**src/rtl/dmem_bus_arbiter.sv**
```systemverilog
// dmem_bus_arbiter: two-master arbiter/sequencer for the shared data-memory/IO bus.
// Each granted transaction walks IDLE -> ADDR -> DATA -> RESP -> IDLE, one cycle per
// non-idle state, with registered memory-side outputs and a one-cycle ack to the winner.
// Contention is resolved round-robin by default.
// Optional build macro DMEM_ARB_FIXED_PRIO_EN: master 0 always wins a simultaneous request.
module dmem_bus_arbiter #(
    parameter int AW = 32,
    parameter int DW = 32
) (
    input  logic          clock,
    input  logic          reset,
    input  logic          m0_req,
    input  logic          m0_we,
    input  logic [AW-1:0] m0_addr,
    input  logic [DW-1:0] m0_wdata,
    output logic          m0_ack,
    output logic [DW-1:0] m0_rdata,
    input  logic          m1_req,
    input  logic          m1_we,
    input  logic [AW-1:0] m1_addr,
    input  logic [DW-1:0] m1_wdata,
    output logic          m1_ack,
    output logic [DW-1:0] m1_rdata,
    output logic [AW-1:0] mem_addr,
    output logic [DW-1:0] mem_wdata,
    output logic          mem_we,
    input  logic [DW-1:0] mem_rdata,
    output logic          grant,
    output logic          busy
);

    typedef enum logic [1:0] {
        IDLE = 2'd0,
        ADDR = 2'd1,
        DATA = 2'd2,
        RESP = 2'd3
    } state_t;

    state_t        state_q, state_d;
    logic [AW-1:0] mem_addr_q, mem_addr_d;
    logic [DW-1:0] mem_wdata_q, mem_wdata_d;
    logic          mem_we_q, mem_we_d;
    logic          we_lat_q, we_lat_d;
    logic          grant_q, grant_d;
    logic          last_grant_q, last_grant_d;
    logic          m0_ack_q, m0_ack_d;
    logic          m1_ack_q, m1_ack_d;
    logic [DW-1:0] m0_rdata_q, m0_rdata_d;
    logic [DW-1:0] m1_rdata_q, m1_rdata_d;
    logic          busy_q, busy_d;
    logic          any_req;
    logic          winner;

    // Pick the master that would win if the bus were granted this cycle.
    always_comb begin
        any_req = m0_req | m1_req;
        winner  = 1'b0;
        if (m0_req && m1_req) begin
`ifdef DMEM_ARB_FIXED_PRIO_EN
            winner = 1'b0;
`else
            winner = ~last_grant_q;
`endif
        end else begin
            winner = m1_req;
        end
    end

    // Next-state and next-output computation for the transaction sequencer.
    always_comb begin
        state_d      = state_q;
        mem_addr_d   = mem_addr_q;
        mem_wdata_d  = mem_wdata_q;
        mem_we_d     = 1'b0;
        we_lat_d     = we_lat_q;
        grant_d      = grant_q;
        last_grant_d = last_grant_q;
        m0_ack_d     = 1'b0;
        m1_ack_d     = 1'b0;
        m0_rdata_d   = m0_rdata_q;
        m1_rdata_d   = m1_rdata_q;
        case (state_q)
            IDLE: begin
                if (any_req) begin
                    state_d      = ADDR;
                    grant_d      = winner;
                    last_grant_d = winner;
                    mem_addr_d   = winner ? m1_addr  : m0_addr;
                    mem_wdata_d  = winner ? m1_wdata : m0_wdata;
                    we_lat_d     = winner ? m1_we    : m0_we;
                    mem_we_d     = winner ? m1_we    : m0_we;
                end
            end
            ADDR: begin
                state_d = DATA;
            end
            DATA: begin
                state_d = RESP;
                if (!we_lat_q) begin
                    if (grant_q) begin
                        m1_rdata_d = mem_rdata;
                    end else begin
                        m0_rdata_d = mem_rdata;
                    end
                end
                if (grant_q) begin
                    m1_ack_d = 1'b1;
                end else begin
                    m0_ack_d = 1'b1;
                end
            end
            RESP: begin
                state_d = IDLE;
            end
            default: begin
                state_d = IDLE;
            end
        endcase
        busy_d = (state_d != IDLE);
    end

    // Register all state and outputs; reset aborts any transaction without an ack.
    always_ff @(posedge clock or posedge reset) begin
        if (reset) begin
            state_q      <= IDLE;
            mem_addr_q   <= '0;
            mem_wdata_q  <= '0;
            mem_we_q     <= 1'b0;
            we_lat_q     <= 1'b0;
            grant_q      <= 1'b0;
            last_grant_q <= 1'b1;
            m0_ack_q     <= 1'b0;
            m1_ack_q     <= 1'b0;
            m0_rdata_q   <= '0;
            m1_rdata_q   <= '0;
            busy_q       <= 1'b0;
        end else begin
            state_q      <= state_d;
            mem_addr_q   <= mem_addr_d;
            mem_wdata_q  <= mem_wdata_d;
            mem_we_q     <= mem_we_d;
            we_lat_q     <= we_lat_d;
            grant_q      <= grant_d;
            last_grant_q <= last_grant_d;
            m0_ack_q     <= m0_ack_d;
            m1_ack_q     <= m1_ack_d;
            m0_rdata_q   <= m0_rdata_d;
            m1_rdata_q   <= m1_rdata_d;
            busy_q       <= busy_d;
        end
    end

    assign mem_addr  = mem_addr_q;
    assign mem_wdata = mem_wdata_q;
    assign mem_we    = mem_we_q;
    assign grant     = grant_q;
    assign busy      = busy_q;
    assign m0_ack    = m0_ack_q;
    assign m1_ack    = m1_ack_q;
    assign m0_rdata  = m0_rdata_q;
    assign m1_rdata  = m1_rdata_q;

endmodule

```
**config.mk**
```make
export PLATFORM = sky130hd
export DESIGN_NAME = dmem_bus_arbiter
export DESIGN_NICKNAME = d
export VERILOG_FILES = /design/src/rtl/dmem_bus_arbiter.sv
export SDC_FILE = /design/constraint.sdc
export NUM_CORES = 1
export LEC_CHECK = 0
export ABC_AREA = 1
export BUFFER_PORTS_ARGS = -buffer_cell sky130_fd_sc_hd__buf_2
export CORE_ASPECT_RATIO = 0.6
export CORE_UTILIZATION = 47
export DETAILED_ROUTE_END_ITERATION = 12
export GPL_TIMING_DRIVEN = 0
export PLACE_DENSITY = 0.88
export SYNTH_ARGS = -nofsm -noshare
export SYNTH_HDL_FRONTEND = slang
export SYNTH_SLANG_ARGS = --single-unit
```
**constraint.sdc**
```tcl
create_clock -name clock -period 6.8 [get_ports clock]
set_clock_uncertainty 0.2 [all_clocks]
set_input_delay 1.36 -clock clock [delete_from_list [all_inputs] [get_ports clock]]
set_output_delay 1.36 -clock clock [all_outputs]
set_load 0.05 [all_outputs]
```
==> results of run 1 <==
worst min path at each step:
stage | cells after the start | start | end
floorplan | 2 | last_grant_q$_DFFE_PP1P_ | last_grant_q$_DFFE_PP1P_
global placement | 2 | last_grant_q$_DFFE_PP1P_ | last_grant_q$_DFFE_PP1P_
detailed placement | 2 | mem_wdata[30]$_DFFE_PP0P_ | mem_wdata[30]$_DFFE_PP0P_
CTS | 2 | last_grant_q$_DFFE_PP1P_ | last_grant_q$_DFFE_PP1P_
global route | 2 | last_grant_q$_DFFE_PP1P_ | last_grant_q$_DFFE_PP1P_
finish | 2 | mem_wdata[10]$_DFFE_PP0P_ | mem_wdata[10]$_DFFE_PP0P_
power groups by stage:
stage | Sequential, mW | Clock [mW] | Combinational [mW]
4_1_cts | 1.45 | 0.893 | 2.81
3_5_place_dp | 1.45 | 0 | 2.81
2_1_floorplan | 2.81 | 0 | 0.688
3_3_place_gp | 1.43 | 0 | 2.75
5_1_grt | 1.49 | 0.930 | 2.97
6_report | 1.45 | 0.878 | 2.80
layout by cell type, fill, tap and decap left out, types with 2 or more instances in the layout:
cell       synthesis  layout
inv_6              0       6
dfrtp_1          136     136
nand3_1          132     132
inv_1            171     170
nand2_1          269     269
nor2_1             3       3
clkbuf_16          0      17
inv_8              0       4
o21ai_0           64      64
ha_1               2       2
buf_2             27     325
buf_4              2       2
clkbuf_1          17      17
clkinv_4           0       3
flip-flops by register name, summed over array words and instances (netlist names):
register / flops
m0_ack: 1
last_grant_q: 1
m0_rdata: 32
mem_wdata: 32
mem_addr: 32
busy: 1
mem_we: 1
m1_ack: 1
grant: 1
m1_rdata: 32
state_q: 2
we_lat_q: 1
routing by layer:
layer  track usage  wire length [um]  vias to the layer above  part of all wire
li1              -                 -                     3131                 -
met1         0.361              8150                     3023              0.43
met2         0.448              9060                      298              0.48
met3        0.0501              1350                       20             0.072
met4        0.0683               235                        0             0.013
met5             0                 0                        -                 0
final cells by class:
type | instances | area, um^2 | area share
Buffer | 47 | 218 | 0.0252
Sequential cell | 137 | 3430 | 0.397
Timing Repair Buffer | 299 | 1520 | 0.176
Clock buffer | 18 | 439 | 0.0509
Tap cell | 170 | 213 | 0.0246
Inverter | 172 | 651 | 0.0754
Multi-Input combinational cell | 472 | 2040 | 0.236
Clock inverter | 14 | 128 | 0.0148
logic make-up after synthesis:
kind of cell    Yosys count  synth area share
compound gates           65            0.0514
fa+ha+maj                 2           0.00395
buf+inv                 219             0.136
flops                   137             0.542
simple gates            405             0.267
==> flow_summary.rst, run 1 <==
.. list-table::
   :header-rows: 1

   * - Metric
     - Value
   * - Run status
     - finished clean
   * - Max transition margin
     - 0.640
   * - Fillcell total
     - ~1,100
   * - Final standard cell utilization of the core
     - 0.666
   * - Reg2reg setup slack
     - 4.73 ns
   * - First drt pass iteration count
     - 5
   * - Clock sink count
     - ~140
   * - Number of ports placed on the die boundary
     - 299
   * - Launch point of the worst path
     - m1_rdata[4]$_DFFE_PP0P_
   * - Nets
     - ~1,300
   * - Number of levels in the clock H-tree
     - 4
   * - Die Y-Extent
     - roughly 90 um
   * - Endpoint required time on the critical path
     - between 5 and 6 ns
   * - Cell area after layout
     - about 8600 um^2
   * - Number of antenna violations at the first check in global routing
     - 0
   * - Net switching fraction of the power
     - 0.545
   * - Gates resized, CTS repair
     - 0
   * - Leakage power summed over all cells
     - around 5.4 nW
   * - Arr. time, crit path
     - 1.06 ns
   * - Mapped Area
     - about 6300 um^2
   * - Hold buffer count at cts
     - 0
   * - Nature of the critical path startpoint
     - flip-flop
   * - Maximum fanout encountered on the critical timing path
     - 2
   * - First-pass GRT wire length
     - around 30,000 um
   * - Total placed cells including tap cells
     - approximately 1,300
   * - Final worst path period need
     - about 2.6 ns
   * - Non-filler cells in the finished layout
     - 1,329
   * - Total Die Area
     - around 14,000 um^2
   * - Power after layout
     - 5.13 mW
   * - Worst slack at placement
     - 4.05 ns
   * - Total net switching power
     - about 2.8 mW
   * - Maximum operating frequency
     - 381 MHz
   * - Cell chain of the critical path
     - buf_2
   * - Gpl congestion
     - slightly above 0.9
   * - Post-detail-place hpwl
     - 14,300 um
   * - Post-CTS setup repair buffer count
     - 0
   * - Worst R2R Start
     - state_q[0]$_DFF_PP0_
   * - Synth Instances
     - about 830
   * - Synth-to-layout area growth
     - 36.4%
   * - Setup TNS
     - 0 ns
   * - Nets in the synthesized netlist
     - roughly 1,000
   * - Number of library cell types mapped by synthesis
     - 15
   * - Dpl cell area
     - 8070 um^2
   * - Number of global-route vias before repair
     - between 6,000 and 7,000
   * - Clk Tree Root Cell
     - clkbuf_16
   * - Final routed DRC violation total
     - 0
   * - Post-layout worst setup margin
     - between 4 and 5 ns
   * - Clock latency on the worst-skew pair
     - 0.40 ns
   * - Fraction of layout instances using a drive strength above 1
     - 0.314
   * - Max-slew violations
     - 0
   * - Clock tree buffer depth
     - 2
   * - Worst slack on hold paths
     - about 0.27 ns
   * - Largest incremental delay on the critical path
     - approximately 0.38 ns
   * - Element type at the critical path end
     - output pin
   * - Power Dens Cells
     - ~600 nW/um^2
   * - Total setup violations reported at the end of the flow
     - 0
   * - Number of port buffers
     - between 200 and 300
   * - Leftover overflow at the end of global routing
     - 0
   * - Capturing instance or port of the critical path
     - m1_rdata[4]
   * - Number of rows created at floorplan
     - 32
   * - Max-capacitance violation count
     - 0
   * - Synth warn
     - 0
   * - Transition time of the tightest slew-check pin
     - about 0.54 ns
   * - Post-detailed-route via-to-cell ratio
     - between 4 and 5
   * - Pint
     - about 2.3 mW
   * - Violation count after the first detailed-route iteration
     - ~420
   * - Async set-reset flop share out of synthesis
     - 1.00
   * - Routed wire length
     - approximately 19,000 um
   * - Cell with the most instances after synthesis
     - nand2_1
   * - Share of Yosys cell area claimed by the top area cell type
     - 0.538
   * - Worst path top cell family by delay
     - flip-flops
   * - Ratio of final minimum period to clock period
     - 0.386
   * - TritonCTS clock tree
     - done
   * - Worst Path Class, Setup
     - reg2out
   * - Clock Power Share
     - 0.171
   * - Hold crit path type
     - reg2reg
   * - Share of the yosys chip area belonging to registers
     - 0.542
   * - Top cells by area, synth
     - dfrtp_1 (54%), nand2_1 (16%), nand3_1 (10%)
   * - Post-Synthesis Mean Instance Area
     - between 7 and 8 um^2
   * - Maximum number of pins on one net before global-route repair
     - 82
   * - Unrepaired setup endpoints after global routing
     - no
   * - Number of hold violations in the final report
     - 0
   * - Initial cell density of the core
     - 0.488
   * - Crit Reg-Reg Endpoint
     - m1_rdata[8]$_DFFE_PP0P_
   * - Most frequently used flop master after synthesis
     - dfrtp_1
   * - Number of synthesized flops with an enable pin
     - 0
   * - WL/cell
     - approximately 14 um
   * - Top cells by count, synth
     - nand2_1 (269), inv_1 (171), dfrtp_1 (136), nand3_1 (132), o21ai_0 (64)
   * - CP max stage cell
     - dfrtp_1
   * - Core region area
     - between 10,000 and 15,000 um^2
   * - Die boundary width
     - around 150 um
   * - Highest ir drop seen on vdd
     - 0.383 mV
   * - Buffering stage count on the worst path with inverters included
     - 1
   * - Largest area contributor in the netlist
     - dfrtp_1
   * - Number of nets still failing antenna checks after routing
     - 0
   * - Total routing resource utilization after global routing
     - 0.268
   * - Seq cells post-synth
     - 137
   * - Relative contribution of sequential cells to total power
     - 0.283
   * - Number of buffers inserted during clock tree synthesis
     - 17
   * - Routed via count
     - 6,472
   * - Critical path depth
     - 1
   * - Diode count
     - 0
   * - FF-to-FF path depth
     - 8
   * - Clock transition time at the flip-flop clock pins of the worst setup and hold paths
     - roughly 0.070 ns
   * - Combinational share of power
     - 0.546
No activity file was read; power rests on OpenSTA's default activity.
==> run 2, diff against run 1 <==
CORE_UTILIZATION = 42   (was 47)
PLACE_DENSITY = 0.83   (was 0.88)
clock period = 2.15 ns   (was 6.8 ns; I/O delays follow)
==> flow_summary.rst, run 2 (same netlist as run 1, synthesis figures left out) <==
.. list-table::
   :header-rows: 1

   * - Metric
     - Value
   * - Worst R2R Start
     - state_q[0]$_DFF_PP0_
   * - Maximum operating frequency
     - roughly 500 MHz
   * - Number of rows created at floorplan
     - 34 (+6.3%)
   * - Total Die Area
     - 15,600 um^2 (+12%)
   * - Hold crit path type
     - in2reg
   * - Die boundary width
     - 161 um (+5.7%)
   * - Violation count after the first detailed-route iteration
     - 449 (+5.9%)
   * - Synth-to-layout area growth
     - 37.7%
   * - Fillcell total
     - 1,333 (+20%)
   * - Crit Reg-Reg Endpoint
     - m0_rdata[28]$_DFFE_PP0P_
   * - Post-detailed-route via-to-cell ratio
     - 4.67 (-4.1%)
   * - Worst slack at placement
     - 0.173 ns (-3.88 ns)
   * - Number of levels in the clock H-tree
     - 4 (unchanged)
   * - First-pass GRT wire length
     - 29,700 um (+0.51%)
   * - Gpl congestion
     - 0.901 (-0.97%)
   * - Unrepaired setup endpoints after global routing
     - no
   * - Number of hold violations in the final report
     - 0 (unchanged)
   * - Initial cell density of the core
     - 0.434 (-0.0542)
   * - Leading cell types in the layout, fill and taps excluded
     - buf_2 (325), nand2_1 (269), inv_1 (170)
   * - Worst slack on hold paths
     - 0.0800 ns (-0.191 ns)
   * - Setup TNS
     - 0 ns (unchanged)
   * - Most frequent standard cell in the layout excluding fill and tap cells
     - buf_2
   * - Post-CTS setup repair buffer count
     - 0 (unchanged)
   * - Power Dens Cells
     - 1860 nW/um^2 (+210%)
   * - Routed via count
     - 6,358 (-1.8%)
   * - Worst hold endpoint
     - m1_rdata[26]$_DFFE_PP0P_
   * - Combinational share of power
     - 0.544 (-0.002)
   * - Max-slew violations
     - 0 (unchanged)
   * - Endpoint required time on the critical path
     - 2.21 ns (-3.03 ns)
   * - Post-layout worst setup margin
     - 0.168 ns (-4.01 ns)
   * - Number of nets still failing antenna checks after routing
     - 0 (unchanged)
   * - Leftover overflow at the end of global routing
     - 0 (unchanged)
   * - TritonCTS clock tree
     - done
   * - Worst Path Class, Setup
     - reg2reg
   * - Cell area after layout
     - 8720 um^2 (+0.96%)
   * - Post-detail-place hpwl
     - 14,200 um (-0.79%)
   * - Dpl cell area
     - 8130 um^2 (+0.82%)
   * - Number of buffers inserted during clock tree synthesis
     - 17 (unchanged)
   * - Total setup violations reported at the end of the flow
     - 0 (unchanged)
   * - Maximum number of pins on one net before global-route repair
     - 44 (-46%)
   * - Element type at the critical path end
     - flip-flop
   * - Number of global-route vias before repair
     - 5,827 (-3.2%)
   * - Run status
     - finished clean
   * - Clock tree buffer depth
     - 2 (unchanged)
   * - Highest ir drop seen on vdd
     - 1.32 mV (+250%)
   * - Max transition margin
     - 0.659 (+0.0191)
   * - Number of antenna violations at the first check in global routing
     - 1 (+1)
   * - Startpoint of the lowest-slack hold path
     - mem_rdata[26]
   * - Pint
     - 7.38 mW (+220%)
   * - Clock transition time at the flip-flop clock pins of the worst setup and hold paths
     - 0.07 ns (about the same)
   * - Core region area
     - 14,600 um^2 (+12%)
   * - Die Y-Extent
     - 97.1 um (+5.7%)
   * - Total routing resource utilization after global routing
     - 0.243 (-0.0250)
   * - Arr. time, crit path
     - 2.05 ns (+0.99 ns)
   * - Fraction of layout instances using a drive strength above 1
     - 0.317 (+0.00263)
   * - Power after layout
     - 16.2 mW (+220%)
   * - Non-filler cells in the finished layout
     - 1,361 (+2.4%)
   * - Clk Tree Root Cell
     - clkbuf_16
   * - Clock sink count
     - 137 (unchanged)
   * - Ratio of final minimum period to clock period
     - 0.922
   * - Clock latency on the worst-skew pair
     - 0.41 ns (about the same)
   * - Relative contribution of sequential cells to total power
     - 0.283 (about the same)
   * - First drt pass iteration count
     - 5 (unchanged)
   * - Leakage power summed over all cells
     - 5.39 nW (+0.23%)
   * - Net switching fraction of the power
     - 0.545 (-0.000750)
   * - Nets
     - 1,317 (+0.23%)
   * - Reg2reg setup slack
     - 0.17 ns (-4.56 ns)
   * - Hold Crit Depth
     - 3 (+1)
   * - Number of port buffers
     - 298 (unchanged)
   * - Nature of the critical path startpoint
     - flip-flop
   * - WL/cell
     - 13.6 um (-3.6%)
   * - Number of ports placed on the die boundary
     - 299 (unchanged)
   * - FF-to-FF path depth
     - 7 (-1)
   * - Final worst path period need
     - ~2 ns
   * - Final standard cell utilization of the core
     - 0.597 (-0.0682)
   * - Total net switching power
     - 8.82 mW (+220%)
   * - Clock Power Share
     - 0.172 (about the same)
   * - Final routed DRC violation total
     - 0 (unchanged)
   * - Total placed cells including tap cells
     - 1,327 (+2.3%)
   * - Max-capacitance violation count
     - 0 (unchanged)
   * - Routed wire length
     - 18,500 um (-1.3%)
   * - Transition time of the tightest slew-check pin
     - 0.512 ns (-0.0286 ns)
   * - Maximum fanout encountered on the critical timing path
     - 10 (+8)
run 2: cell count changes in the layout (fill, tap and decap cells not counted):
cell           before  now
buf_12              0    3
buf_16              1    0
clkbuf_1           17   15
clkbuf_2            0    2
clkinv_2            1    0
clkinvlp_4          1    4
diode_2             0    1
dlygate4sd3_1       0    1
inv_6               6    4
run 2: how the worst max path moves through the flow:
| stage | end | startpoint | cells after the start | slack [ns] |
|---|---|---|---|---|
| after floorplan | busy$_DFF_PP0_ | reset | 1 | -0.19 |
| after global placement | mem_wdata[6]$_DFFE_PP0P_ | reset | 2 | -1.04 |
| after detailed placement | m1_rdata[16]$_DFFE_PP0P_ | state_q[0]$_DFF_PP0_ | 8 | 0.17 |
| after CTS | m1_rdata[16]$_DFFE_PP0P_ | state_q[0]$_DFF_PP0_ | 8 | 0.16 |
| after global routing | m0_rdata[17]$_DFFE_PP0P_ | state_q[0]$_DFF_PP0_ | 7 | 0.003 |
| final | m0_rdata[28]$_DFFE_PP0P_ | state_q[0]$_DFF_PP0_ | 7 | 0.17 |
run 2: critical path: stages, from the launching register on:
cell and delay (ns):
dfrtp_1 0.36, inv_1 0.07, ha_1 0.20, inv_1 0.07
nor2_1 0.05, nand2_1 0.31, clkbuf_1 0.42, o21ai_0 0.15
run 2: routing by layer:
layer | share of wire | track usage | routed length [um]
met5 | 0 | 0 | 0
met4 | 0.015 | 0.0718 | 284
met3 | 0.074 | 0.0598 | 1380
met2 | 0.45 | 0.384 | 8390
met1 | 0.46 | 0.332 | 8500
run 2: area by class of cell:
| type | instances | area (um^2) | share of cell area |
|---|---|---|---|
| diodes | 1 | 2.50 | 0.000287 |
| plain buffers | 47 | 220 | 0.0253 |
| clock buffers | 18 | 439 | 0.0504 |
| clock inverters | 14 | 129 | 0.0148 |
| inverters | 172 | 649 | 0.0745 |
| multi-input cells | 472 | 2040 | 0.234 |
| flip-flops and latches | 137 | 3430 | 0.393 |
| well taps | 198 | 248 | 0.0284 |
| repair buffers | 302 | 1560 | 0.179 |
run 2: timing repair:
item,4_1_cts,5_1_grt
hold buffers,1,0
setup endpoints to repair,0,7
resized for setup,0,4
hold endpoints to repair,15,0
run 2: power by group through the flow:
stage               Combinational (mW)  Sequential (mW)  Clock [mW]
floorplan                         2.18             8.89           0
global placement                  8.70             4.55           0
detailed placement                8.87             4.58           0
CTS                               8.85             4.57        2.86
global route                      9.39             4.72        3.00
finish                            8.82             4.59        2.79
